$ cat src/rtl/exec_writeback_pkg.sv
// Shared definitions for the execute/write-back stage: opcode classes,
// ALU and branch funct3 encodings, and the load FSM state type.
package exec_writeback_pkg;

    localparam int XLEN = 64;

    // Major opcodes of the instruction classes this stage executes
    localparam logic [6:0] ALGORITHM     = 7'b0110011;
    localparam logic [6:0] ALGORITHM_IMM = 7'b0010011;
    localparam logic [6:0] LOAD          = 7'b0000011;
    localparam logic [6:0] BRANCH        = 7'b1100011;

    // ALU funct3 encodings
    localparam logic [2:0] F3_ADD  = 3'b000;
    localparam logic [2:0] F3_SLL  = 3'b001;
    localparam logic [2:0] F3_SLT  = 3'b010;
    localparam logic [2:0] F3_SLTU = 3'b011;
    localparam logic [2:0] F3_XOR  = 3'b100;
    localparam logic [2:0] F3_SR   = 3'b101;
    localparam logic [2:0] F3_OR   = 3'b110;
    localparam logic [2:0] F3_AND  = 3'b111;

    // Branch funct3 encodings (010/011 are never taken)
    localparam logic [2:0] B_EQ  = 3'b000;
    localparam logic [2:0] B_NE  = 3'b001;
    localparam logic [2:0] B_LT  = 3'b100;
    localparam logic [2:0] B_GE  = 3'b101;
    localparam logic [2:0] B_LTU = 3'b110;
    localparam logic [2:0] B_GEU = 3'b111;

    // Load sequencing states
    typedef enum logic [1:0] {
        IDLE     = 2'd0,
        MEM_WAIT = 2'd1,
        MEM_WB   = 2'd2
    } state_t;

endpackage

$ cat src/rtl/exec_writeback_if.sv
// Decode bundle, load handshake, write-back and branch-resolution signals.
// Load handshake: mem_req/mem_addr are held stable until a cycle in which
// mem_ack=1 is sampled on the rising edge; that cycle completes the
// transfer and mem_rdata is taken in the same cycle.
interface exec_writeback_if;
    import exec_writeback_pkg::*;

    logic [4:0]      rd;
    logic [2:0]      funct3;
    logic [6:0]      funct7;
    logic [XLEN-1:0] op1;
    logic [XLEN-1:0] op2;
    logic            write_back;
    logic            imm_flag;
    logic            mem_acc;
    logic            load_flag;
    logic            branch_flag;
    logic [XLEN-1:0] branch_offset;
    logic [XLEN-1:0] PC_i;
    logic            mem_req;
    logic [XLEN-1:0] mem_addr;
    logic [XLEN-1:0] mem_rdata;
    logic            mem_ack;
    logic [4:0]      wb_rd;
    logic [XLEN-1:0] wb_value;
    logic            wb_en;
    logic            branch_taken;
    logic [XLEN-1:0] branch_target;
    logic            ex_busy;

    // Execute stage side
    modport slave (
        input  rd, funct3, funct7, op1, op2, write_back, imm_flag, mem_acc,
               load_flag, branch_flag, branch_offset, PC_i, mem_rdata, mem_ack,
        output mem_req, mem_addr, wb_rd, wb_value, wb_en, branch_taken,
               branch_target, ex_busy
    );

    // Decode / memory side
    modport master (
        output rd, funct3, funct7, op1, op2, write_back, imm_flag, mem_acc,
               load_flag, branch_flag, branch_offset, PC_i, mem_rdata, mem_ack,
        input  mem_req, mem_addr, wb_rd, wb_value, wb_en, branch_taken,
               branch_target, ex_busy
    );
endinterface

$ cat src/rtl/exec_writeback_alu.sv
// Combinational RV64I ALU plus branch comparator.
module exec_alu
    import exec_writeback_pkg::*;
(
    input  logic [2:0]      funct3_i,
    input  logic            funct7_5_i,
    input  logic            imm_flag_i,
    input  logic [XLEN-1:0] op1_i,
    input  logic [XLEN-1:0] op2_i,
    output logic [XLEN-1:0] result_o,
    output logic            cond_o
);
    logic [5:0] shamt;
    logic       arith;

    assign shamt = op2_i[5:0];
    // Immediate shifts carry the arithmetic selector inside the immediate
    assign arith = imm_flag_i ? op2_i[10] : funct7_5_i;

    // ALU result selected by funct3
    always_comb begin
        result_o = '0;
        case (funct3_i)
            F3_ADD:  result_o = (!imm_flag_i && funct7_5_i) ? op1_i - op2_i : op1_i + op2_i;
            F3_SLL:  result_o = op1_i << shamt;
            F3_SLT:  result_o = {{(XLEN-1){1'b0}}, $signed(op1_i) < $signed(op2_i)};
            F3_SLTU: result_o = {{(XLEN-1){1'b0}}, op1_i < op2_i};
            F3_XOR:  result_o = op1_i ^ op2_i;
            F3_SR:   result_o = arith ? $unsigned($signed(op1_i) >>> shamt) : op1_i >> shamt;
            F3_OR:   result_o = op1_i | op2_i;
            F3_AND:  result_o = op1_i & op2_i;
            default: result_o = '0;
        endcase
    end

    // Branch condition selected by funct3
    always_comb begin
        cond_o = 1'b0;
        case (funct3_i)
            B_EQ:    cond_o = (op1_i == op2_i);
            B_NE:    cond_o = (op1_i != op2_i);
            B_LT:    cond_o = ($signed(op1_i) < $signed(op2_i));
            B_GE:    cond_o = ($signed(op1_i) >= $signed(op2_i));
            B_LTU:   cond_o = (op1_i < op2_i);
            B_GEU:   cond_o = (op1_i >= op2_i);
            default: cond_o = 1'b0;
        endcase
    end
endmodule

$ cat src/rtl/exec_writeback.sv
// Execute/write-back stage: ALU write-back, branch resolution and a single
// outstanding load. All outputs come straight from registers.
module exec_writeback
    import exec_writeback_pkg::*;
(
    input  logic            CLK,
    input  logic            reset,
    exec_writeback_if.slave bus,
    output state_t          dbg_state_o
);
    state_t          state_q, state_d;
    logic            mem_req_q, mem_req_d;
    logic [XLEN-1:0] mem_addr_q, mem_addr_d;
    logic [4:0]      ld_rd_q, ld_rd_d;
    logic [XLEN-1:0] ld_data_q, ld_data_d;
    logic            wb_en_q, wb_en_d;
    logic [4:0]      wb_rd_q, wb_rd_d;
    logic [XLEN-1:0] wb_value_q, wb_value_d;
    logic            br_taken_q, br_taken_d;
    logic [XLEN-1:0] br_target_q, br_target_d;
    logic [XLEN-1:0] alu_result;
    logic            alu_cond;

    exec_alu u_alu (
        .funct3_i   (bus.funct3),
        .funct7_5_i (bus.funct7[5]),
        .imm_flag_i (bus.imm_flag),
        .op1_i      (bus.op1),
        .op2_i      (bus.op2),
        .result_o   (alu_result),
        .cond_o     (alu_cond)
    );

    // Next state and next register values; pulses default low each cycle
    always_comb begin
        state_d     = state_q;
        mem_req_d   = mem_req_q;
        mem_addr_d  = mem_addr_q;
        ld_rd_d     = ld_rd_q;
        ld_data_d   = ld_data_q;
        wb_en_d     = 1'b0;
        wb_rd_d     = wb_rd_q;
        wb_value_d  = wb_value_q;
        br_taken_d  = 1'b0;
        br_target_d = br_target_q;
        case (state_q)
            IDLE: begin
                if (bus.load_flag) begin
                    mem_addr_d = bus.op1 + bus.op2;
                    mem_req_d  = 1'b1;
                    ld_rd_d    = bus.rd;
                    state_d    = MEM_WAIT;
                end else if (bus.branch_flag) begin
                    br_taken_d  = alu_cond;
                    br_target_d = bus.PC_i + bus.branch_offset;
                end else if (bus.write_back && !bus.mem_acc) begin
                    wb_en_d    = (bus.rd != 5'd0);
                    wb_rd_d    = bus.rd;
                    wb_value_d = alu_result;
                end
            end
            MEM_WAIT: begin
                if (bus.mem_ack) begin
                    ld_data_d = bus.mem_rdata;
                    mem_req_d = 1'b0;
                    state_d   = MEM_WB;
                end
            end
            MEM_WB: begin
                wb_en_d    = (ld_rd_q != 5'd0);
                wb_rd_d    = ld_rd_q;
                wb_value_d = ld_data_q;
                state_d    = IDLE;
            end
            default: state_d = IDLE;
        endcase
    end

    // State and output registers; reset abandons any in-flight load
    always_ff @(posedge CLK or negedge reset) begin
        if (!reset) begin
            state_q     <= IDLE;
            mem_req_q   <= 1'b0;
            mem_addr_q  <= '0;
            ld_rd_q     <= '0;
            ld_data_q   <= '0;
            wb_en_q     <= 1'b0;
            wb_rd_q     <= '0;
            wb_value_q  <= '0;
            br_taken_q  <= 1'b0;
            br_target_q <= '0;
        end else begin
            state_q     <= state_d;
            mem_req_q   <= mem_req_d;
            mem_addr_q  <= mem_addr_d;
            ld_rd_q     <= ld_rd_d;
            ld_data_q   <= ld_data_d;
            wb_en_q     <= wb_en_d;
            wb_rd_q     <= wb_rd_d;
            wb_value_q  <= wb_value_d;
            br_taken_q  <= br_taken_d;
            br_target_q <= br_target_d;
        end
    end

    assign bus.mem_req       = mem_req_q;
    assign bus.mem_addr      = mem_addr_q;
    assign bus.ex_busy       = (state_q == MEM_WAIT);
    assign bus.wb_en         = wb_en_q;
    assign bus.wb_rd         = wb_rd_q;
    assign bus.wb_value      = wb_value_q;
    assign bus.branch_taken  = br_taken_q;
    assign bus.branch_target = br_target_q;
    assign dbg_state_o       = state_q;
endmodule

$ cat src/flat_wrapper.sv
// flat-port wrapper written by rule: the top's interface ports become plain ports
module exec_writeback_flat import exec_writeback_pkg::*;
  (CLK, reset, dbg_state_o, bus_rd, bus_funct3, bus_funct7, bus_op1, bus_op2, bus_write_back, bus_imm_flag, bus_mem_acc, bus_load_flag, bus_branch_flag, bus_branch_offset, bus_PC_i, bus_mem_rdata, bus_mem_ack, bus_mem_req, bus_mem_addr, bus_wb_rd, bus_wb_value, bus_wb_en, bus_branch_taken, bus_branch_target, bus_ex_busy);
  exec_writeback_if bus_i ();
  input  logic CLK;
  input  logic reset;
  output state_t dbg_state_o;
  input wire logic [$bits(bus_i.rd)-1:0] bus_rd;
  input wire logic [$bits(bus_i.funct3)-1:0] bus_funct3;
  input wire logic [$bits(bus_i.funct7)-1:0] bus_funct7;
  input wire logic [$bits(bus_i.op1)-1:0] bus_op1;
  input wire logic [$bits(bus_i.op2)-1:0] bus_op2;
  input wire logic [$bits(bus_i.write_back)-1:0] bus_write_back;
  input wire logic [$bits(bus_i.imm_flag)-1:0] bus_imm_flag;
  input wire logic [$bits(bus_i.mem_acc)-1:0] bus_mem_acc;
  input wire logic [$bits(bus_i.load_flag)-1:0] bus_load_flag;
  input wire logic [$bits(bus_i.branch_flag)-1:0] bus_branch_flag;
  input wire logic [$bits(bus_i.branch_offset)-1:0] bus_branch_offset;
  input wire logic [$bits(bus_i.PC_i)-1:0] bus_PC_i;
  input wire logic [$bits(bus_i.mem_rdata)-1:0] bus_mem_rdata;
  input wire logic [$bits(bus_i.mem_ack)-1:0] bus_mem_ack;
  output wire logic [$bits(bus_i.mem_req)-1:0] bus_mem_req;
  output wire logic [$bits(bus_i.mem_addr)-1:0] bus_mem_addr;
  output wire logic [$bits(bus_i.wb_rd)-1:0] bus_wb_rd;
  output wire logic [$bits(bus_i.wb_value)-1:0] bus_wb_value;
  output wire logic [$bits(bus_i.wb_en)-1:0] bus_wb_en;
  output wire logic [$bits(bus_i.branch_taken)-1:0] bus_branch_taken;
  output wire logic [$bits(bus_i.branch_target)-1:0] bus_branch_target;
  output wire logic [$bits(bus_i.ex_busy)-1:0] bus_ex_busy;
  assign bus_i.rd = bus_rd;
  assign bus_i.funct3 = bus_funct3;
  assign bus_i.funct7 = bus_funct7;
  assign bus_i.op1 = bus_op1;
  assign bus_i.op2 = bus_op2;
  assign bus_i.write_back = bus_write_back;
  assign bus_i.imm_flag = bus_imm_flag;
  assign bus_i.mem_acc = bus_mem_acc;
  assign bus_i.load_flag = bus_load_flag;
  assign bus_i.branch_flag = bus_branch_flag;
  assign bus_i.branch_offset = bus_branch_offset;
  assign bus_i.PC_i = bus_PC_i;
  assign bus_i.mem_rdata = bus_mem_rdata;
  assign bus_i.mem_ack = bus_mem_ack;
  assign bus_mem_req = bus_i.mem_req;
  assign bus_mem_addr = bus_i.mem_addr;
  assign bus_wb_rd = bus_i.wb_rd;
  assign bus_wb_value = bus_i.wb_value;
  assign bus_wb_en = bus_i.wb_en;
  assign bus_branch_taken = bus_i.branch_taken;
  assign bus_branch_target = bus_i.branch_target;
  assign bus_ex_busy = bus_i.ex_busy;
  exec_writeback u_core (.CLK(CLK), .reset(reset), .bus(bus_i), .dbg_state_o(dbg_state_o));
endmodule
$ cat config.mk
export PLATFORM = sky130hd
export DESIGN_NAME = exec_writeback_flat
export DESIGN_NICKNAME = d
export VERILOG_FILES = /design/src/rtl/exec_writeback_pkg.sv /design/src/rtl/exec_writeback_if.sv /design/src/rtl/exec_writeback_alu.sv /design/src/rtl/exec_writeback.sv /design/src/flat_wrapper.sv
export SDC_FILE = /design/constraint.sdc
export NUM_CORES = 2
export LEC_CHECK = 0
export ABC_CLOCK_PERIOD_IN_PS = 3050
export BUFFER_PORTS_ARGS = -buffer_cell sky130_fd_sc_hd__buf_2
export CAP_MARGIN = 20
export CORE_MARGIN = 1
export CORE_UTILIZATION = 47
export DETAILED_ROUTE_END_ITERATION = 6
export PLACE_DENSITY = 0.69
export SYNTH_ARGS = -nofsm -noshare
export SYNTH_HDL_FRONTEND = slang
export SYNTH_SLANG_ARGS = --single-unit
$ cat constraint.sdc
create_clock -name CLK -period 3.05 [get_ports CLK]
set_input_delay 0.4575 -clock CLK [delete_from_list [all_inputs] [get_ports CLK]]
set_output_delay 0.4575 -clock CLK [all_outputs]
set_load 0.01 [all_outputs]
# Word level (Yosys, flattened, before mapping)
# Cells that the tools add are included.
[word_totals]
reg_bits = 271
input_bits = 343
output_inout_bits = 203
elab_cells = 82
[op_classes]
add_sub_neg = 3
order_cmp = 4
eq_ne = 16
shift = 3
n_mux = 26
n_bitwise = 4
n_reduce_logical = 16
[op_table]
columns = ["cell", "count"]
rows = [
  ["$pmux 64 s8", 1],
  ["$mux 64", 5],
  ["$add 64x64->64", 2],
  ["$ge 64x64->1", 2],
  ["$lt 64x64->1", 2],
  ["$pmux 64 s2", 1],
  ["$and 64x64->64", 1],
  ["$eq 64x64->1", 1],
  ["$ne 64x64->1", 1],
  ["$or 64x64->64", 1],
  ["$shl 64x6->64", 1],
  ["$shr 64x6->64", 1],
  ["$sshr 64x6->64", 1],
  ["$sub 64x64->64", 1],
  ["$xor 64x64->64", 1],
  ["$mux 5", 3],
  ["$eq 3x3->1 const B", 4],
  ["$pmux 5 s2", 1],
  ["$reduce_bool 5->1", 2],
  ["$mux 1", 9],
  ["$ne 2x2->1 const B", 4],
  ["$eq 3x2->1 const B", 2],
  ["$pmux 1 s6", 1],
  ["$reduce_and 2->1", 3],
  ["other kinds (15)", 21],
]

# Depth between registers and ports, before layout
[logic_depth]
word_depth = 8
mapped_depth = 19

# By module
# A second synthesis with hierarchy kept.
[hier_totals]
cells_unflattened = 5133
hier_area_um2 = 37619.8
[by_module_without_submodules]
columns = ["module", "instances", "cells_each", "area_each_um2", "seq_area_each_um2"]
rows = [
  ["exec_alu", 1, 3070, 19363.6, 0.0],
  ["exec_writeback", 1, 2063, 18256.3, 6781.5],
]

# Worst setup path after synthesis
# No wires, ideal clock.
[synth_path]
path_type = "input to register"
from = "input port bus_op2[2]"
to = "register u_core.wb_value_q[32], in the netlist u_core.bus.wb_value[32]"
setup_time_ps = 126
arrival_time_ps = 4846
required_ps = 2924
slack_ps = -1922
cell_stages = 19
cell_sequence = "clkbuf_1 -> inv_2 -> buf_1 -> clkbuf_1 -> clkbuf_1 -> ha_1 -> buf_2 -> nor2b_1 -> o31a_1 -> o21a_1 -> o21a_1 -> or3_1 -> a221oi_1 -> o21bai_1 -> a211o_1 -> mux2i_1 -> xnor2_1 -> a211oi_1 -> a221o_1"
[synth_between]
elab_chain_cells = 7
word_cells_on_any_way = 12
cone_classes = "2 x add/sub; 3 x shift; 7 x mux"
[synth_lines]
columns = ["element", "line", "text"]
rows = [
  ["start: declaration", "flat_wrapper.sv:12", "input wire logic [$bits(bus_i.op2)-1:0] bus_op2;"],
  ["$add 64x64->64 (tied with other cells)", "exec_writeback_alu.sv:24", "F3_ADD: result_o = (!imm_flag_i && funct7_5_i) ? op1_i - op2_i : op1_i + op2_i;"],
  ["$mux 64, on equally long branches", "exec_writeback_alu.sv:24, exec_writeback_alu.sv:29", ""],
  ["$pmux 64 s8 (*)", "exec_writeback_alu.sv:23", "case (funct3_i)"],
  ["$mux 64 (*)", "exec_writeback.sv:56", "end else if (bus.write_back && !bus.mem_acc) begin"],
  ["$mux 64 (*)", "exec_writeback.sv:53", "end else if (bus.branch_flag) begin"],
  ["$mux 64 (*)", "exec_writeback.sv:48", "if (bus.load_flag) begin"],
  ["$pmux 64 s2 (*)", "exec_writeback.sv:46", "case (state_q)"],
  ["end signal: assignment", "exec_writeback.sv:100", "wb_value_q <= wb_value_d;"],
  ["end: declaration", "exec_writeback.sv:18", "logic [XLEN-1:0] wb_value_q, wb_value_d;"],
]
# Every way passes the cells marked *; elsewhere a longest branch is shown, timed or not. The select of a mux whose other input is x is not followed.
# A chain may end at the register's enable or synchronous reset.

# Worst setup path in the final report
[layout_path]
from = "input port bus_op1[31]"
to = "register u_core.mem_addr_q[62], in the netlist u_core.bus.mem_addr[62]"
[layout_between]
elab_chain_cells = 1
[layout_lines]
columns = ["element", "line", "text"]
rows = [
  ["start: declaration", "flat_wrapper.sv:11", "input wire logic [$bits(bus_i.op1)-1:0] bus_op1;"],
  ["$add 64x64->64", "exec_writeback.sv:49", "mem_addr_d = bus.op1 + bus.op2;"],
  ["end signal: assignment", "exec_writeback.sv:95", "mem_addr_q <= mem_addr_d;"],
  ["end: declaration", "exec_writeback.sv:13", "logic [XLEN-1:0] mem_addr_q, mem_addr_d;"],
]
# No other way between the ends.

==> impl_metrics.csv <==
group,metric,value,unit
status,outcome,"finished, violations left",
status,violations,"design-rule violations, negative setup slack",
pwr,power.density,509,nW/um^2
synth,synth_area,33000,sq um
place,gp_congestion,1.16,
timing,whs,0.0398,ns
pwr,p_sw,0.0116,W
layout,finish.utilization,0.728,
grt,grt_max_degree,117,
grt,grt_use_total,0.545,
cts,insertion_delay,0.66,ns
route,vias,44956,
timing,setup_tns,-2.26,ns
layout,fin_nets,6548,
cts,path_clk_slew,0.07,ns
grt,antenna_found_initial,25,
worst_setup_path,worst_setup_path_end_kind,"flip-flop",
timing,setup_viol,27,
layout,drive_gt1_frac,0.421,
grt,grt_first_pass_wirelength,284,mm
route,final_antenna_net_count,0,
min_path,min_to,"u_core.ld_data_q[53]",
place,dp_hpwl,160,mm
timing,max_slew_margin,0.160,
synth,ys_seq_area_frac,0.206,
die,core,68900,sq um
place,dp.cells,6781,
cts,cts_buffers,31,
place,port_buffers,539,
timing,worst_pin_slew,1.25,ns
synth,synthCells,4338,
synth,yosys_warnings,0,
cts,clk_path_buf_depth,3,
pwr,p_sw_frac,0.454,
worst_setup_path,ff2ff_path_depth,9,
route,wl_per_cell,29.4,um
route,drc_errors,16,
synth,synth-async-reset-ratio,1.00,
cts,clkSinkCount,271,
pwr,p_leak,24.0,nW
die,dieHeight,267,um
worst_setup_path,worst-endpoint-arrival,3.83,ns
synth,ys_types,86,
timing,fmax,0.301,GHz
pwr,p_int,0.0140,W
timing,setup_ws,-0.267,ns
layout,syn_to_final_growth,52.4,%
grt,grt_pass1_vias,42494,
pwr,ir_worst_vdd,0.729,mV
die,start_util,0.478,
worst_setup_path,cp_max_fo,4,
pwr,power_frac_clock,0.163,
cts,cts_tree,"built",
flow_run,max_cap_violations,0,
worst_setup_path,path_class,"in -> reg",
die,ios,546,
worst_setup_path,crit_path_start,"bus_op1[31]",
pwr,fin_total_pwr,0.0256,W
die,rows,96,
route,drt_iter0_markers,7057,
timing,slew_viol_final,0,
synth,syn_avg_cell_area,7.60,sq um
synth,ys_ff_latch,271,
min_path,holdPathStages,2,
worst_setup_path,worst-r2r-setup-slack,0.05,ns
grt,grt_overflow,0,
min_path,hold_path_class,"in -> reg",
timing,period_share,1.09,
worst_setup_path,r2r-end,"u_core.bus.wb_value[36]",
layout,fin_cells,6919,
min_path,hold_start,"bus_mem_rdata[53]",
synth,synth_flop_cell,"dfrtp_1",
timing,fin_skew,0.0351,ns
worst_setup_path,critPathLaunchType,"input pin",
timing,hold_violations,0,
cts,htree_num_levels,1,
synth,synth_nets,4940,
synth,synth_edf_count,0,
die,die-area,71200,sq um
route,via_per_inst,6.50,
pwr,p_comb_frac,0.572,
cts,cts-root-buf,"clkbuf_16",
timing,min_period,3.32,ns
die,fp.dieW,267,um
route,first_pass_iters,7,
worst_setup_path,r2r-start,"u_core.dbg_state_o[1]",
pwr,seqPwrFrac,0.265,
route,wirelength,204,mm
timing,rsz0062_at_grt,"yes",
worst_setup_path,required,3.56,ns
## cell usage after synthesis (45+ instances only)
library cell / n / area, sq um
nor2_1: 485 / 1820
mux4_2: 67 / 1510
xnor2_1: 139 / 1220
mux2i_1: 175 / 1750
a211oi_1: 66 / 495
buf_1: 57 / 214
clkbuf_1: 240 / 901
nand2b_1: 51 / 319
o21bai_1: 45 / 338
o21ai_0: 483 / 2420
nor3_1: 59 / 295
nand2_1: 379 / 1420
a21oi_1: 436 / 2180
mux2_2: 113 / 1270
ha_1: 256 / 3200
inv_1: 212 / 796
a21o_1: 79 / 593
dfrtp_1: 271 / 6780
## logic make-up after synthesis
logic type	count (synthesis)	share of synthesized area
AO/OA/AOI/OAI	1544	0.290
adder cells (fa/ha/maj)	259	0.0990
XOR/XNOR	177	0.0470
buffers and inverters	545	0.0633
multiplexers	356	0.138
flip-flops	271	0.206
AND/OR/NAND/NOR	1186	0.157
## worst max-delay path, stage by stage
cell      delay [ns]
buf_2           0.14
inv_2           0.11
ha_1            0.37
buf_4           0.19
nand2_1         0.18
nor2_1          0.08
a211o_1         0.33
a221o_1         0.33
o211a_4         0.25
buf_6           0.14
nor4_4          0.32
o31a_1          0.24
o21bai_1        0.12
buf_4           0.16
xor2_1          0.14
mux2_4          0.27
## stage by stage
step / worst slack [ns] / area (sq um)
6_report: -0.267 / 50200
5_1_grt: -0.261 / 50200
4_1_cts: -0.128 / 48500
3_5_place_dp: -1.33 / 46100
3_3_place_gp: -1.37 / 46100
2_1_floorplan: -0.859 / 33600
## worst max path at each step
stage	end	slack [ns]	cells after the start
3_5_place_dp	u_core.bus.wb_value[40]	-1.33	17
2_1_floorplan	u_core.bus.wb_value[32]	-0.86	19
5_1_grt	u_core.bus.mem_addr[62]	-0.26	16
4_1_cts	u_core.bus.wb_value[32]	-0.13	16
3_3_place_gp	u_core.bus.wb_value[40]	-1.37	18
6_report	u_core.bus.mem_addr[62]	-0.27	16
## power groups by stage
stage          Combinational [W]  Sequential (W)  Clock (W)
6_report                  0.0146         0.00677    0.00418
5_1_grt                   0.0152         0.00683    0.00428
4_1_cts                   0.0135         0.00663    0.00416
3_5_place_dp              0.0131         0.00661          0
3_3_place_gp              0.0129         0.00655          0
2_1_floorplan            0.00567         0.00685          0
## sequential cells by signal, summed over array words and instances (netlist names)
signal,count
u_core.ld_rd_q,5
u_core.bus.mem_addr,64
u_core.bus.branch_target,64
u_core.bus.wb_value,64
u_core.bus.mem_req,1
u_core.dbg_state_o,2
u_core.ld_data_q,64
u_core.bus.wb_en,1
u_core.bus.branch_taken,1
u_core.bus.wb_rd,5
## area by class of cell
type / instances / area, sq um
multi-input cells: 3522 / 26600
fillers: 5441 / 18700
repair buffers: 1893 / 13600
flip-flops and latches: 271 / 6780
well taps: 931 / 1160
inverters: 227 / 906
clock buffers: 38 / 832
clock inverters: 19 / 259
diodes: 18 / 45.0
## routing by layer
layer  up-vias  GRT usage  share of wire
li1      18969          -              -
met1     21168      0.663           0.35
met2      3723      0.760           0.39
met3      1078      0.217           0.15
met4        18      0.431           0.10
met5         -    0.00901        0.00052
## placed cells by master (no fill, tap or decap), types with 39 or more instances in the layout
| cell | instances |
|---|---|
| buf_4 | 1298 |
| buf_2 | 514 |
| nor2_1 | 468 |
| o21ai_0 | 414 |
| a21oi_1 | 383 |
| nand2_1 | 369 |
| dfrtp_1 | 271 |
| ha_1 | 205 |
| inv_1 | 174 |
| mux2i_1 | 163 |
| xnor2_1 | 123 |
| mux2_2 | 111 |
| a21o_1 | 78 |
| mux4_2 | 67 |
| a211oi_1 | 54 |
| o21ai_1 | 53 |
| nand2b_1 | 47 |
| nor3_1 | 46 |
| o21bai_1 | 42 |
| ha_4 | 41 |
| buf_6 | 40 |
| nand3_1 | 39 |
## repair_timing
| item | 4_1_cts | 5_1_grt |
|---|---|---|
| setup buffers | 27 | 42 |
| endpoints found under the setup margin | 66 | 83 |
| gates cloned | 4 | 3 |
| hold buffers | 1 | 0 |
| gates resized for setup | 222 | 299 |
| hold endpoints to repair | 64 | 0 |
| pin swaps | 73 | 153 |
No activity file was read; power rests on OpenSTA's default activity.
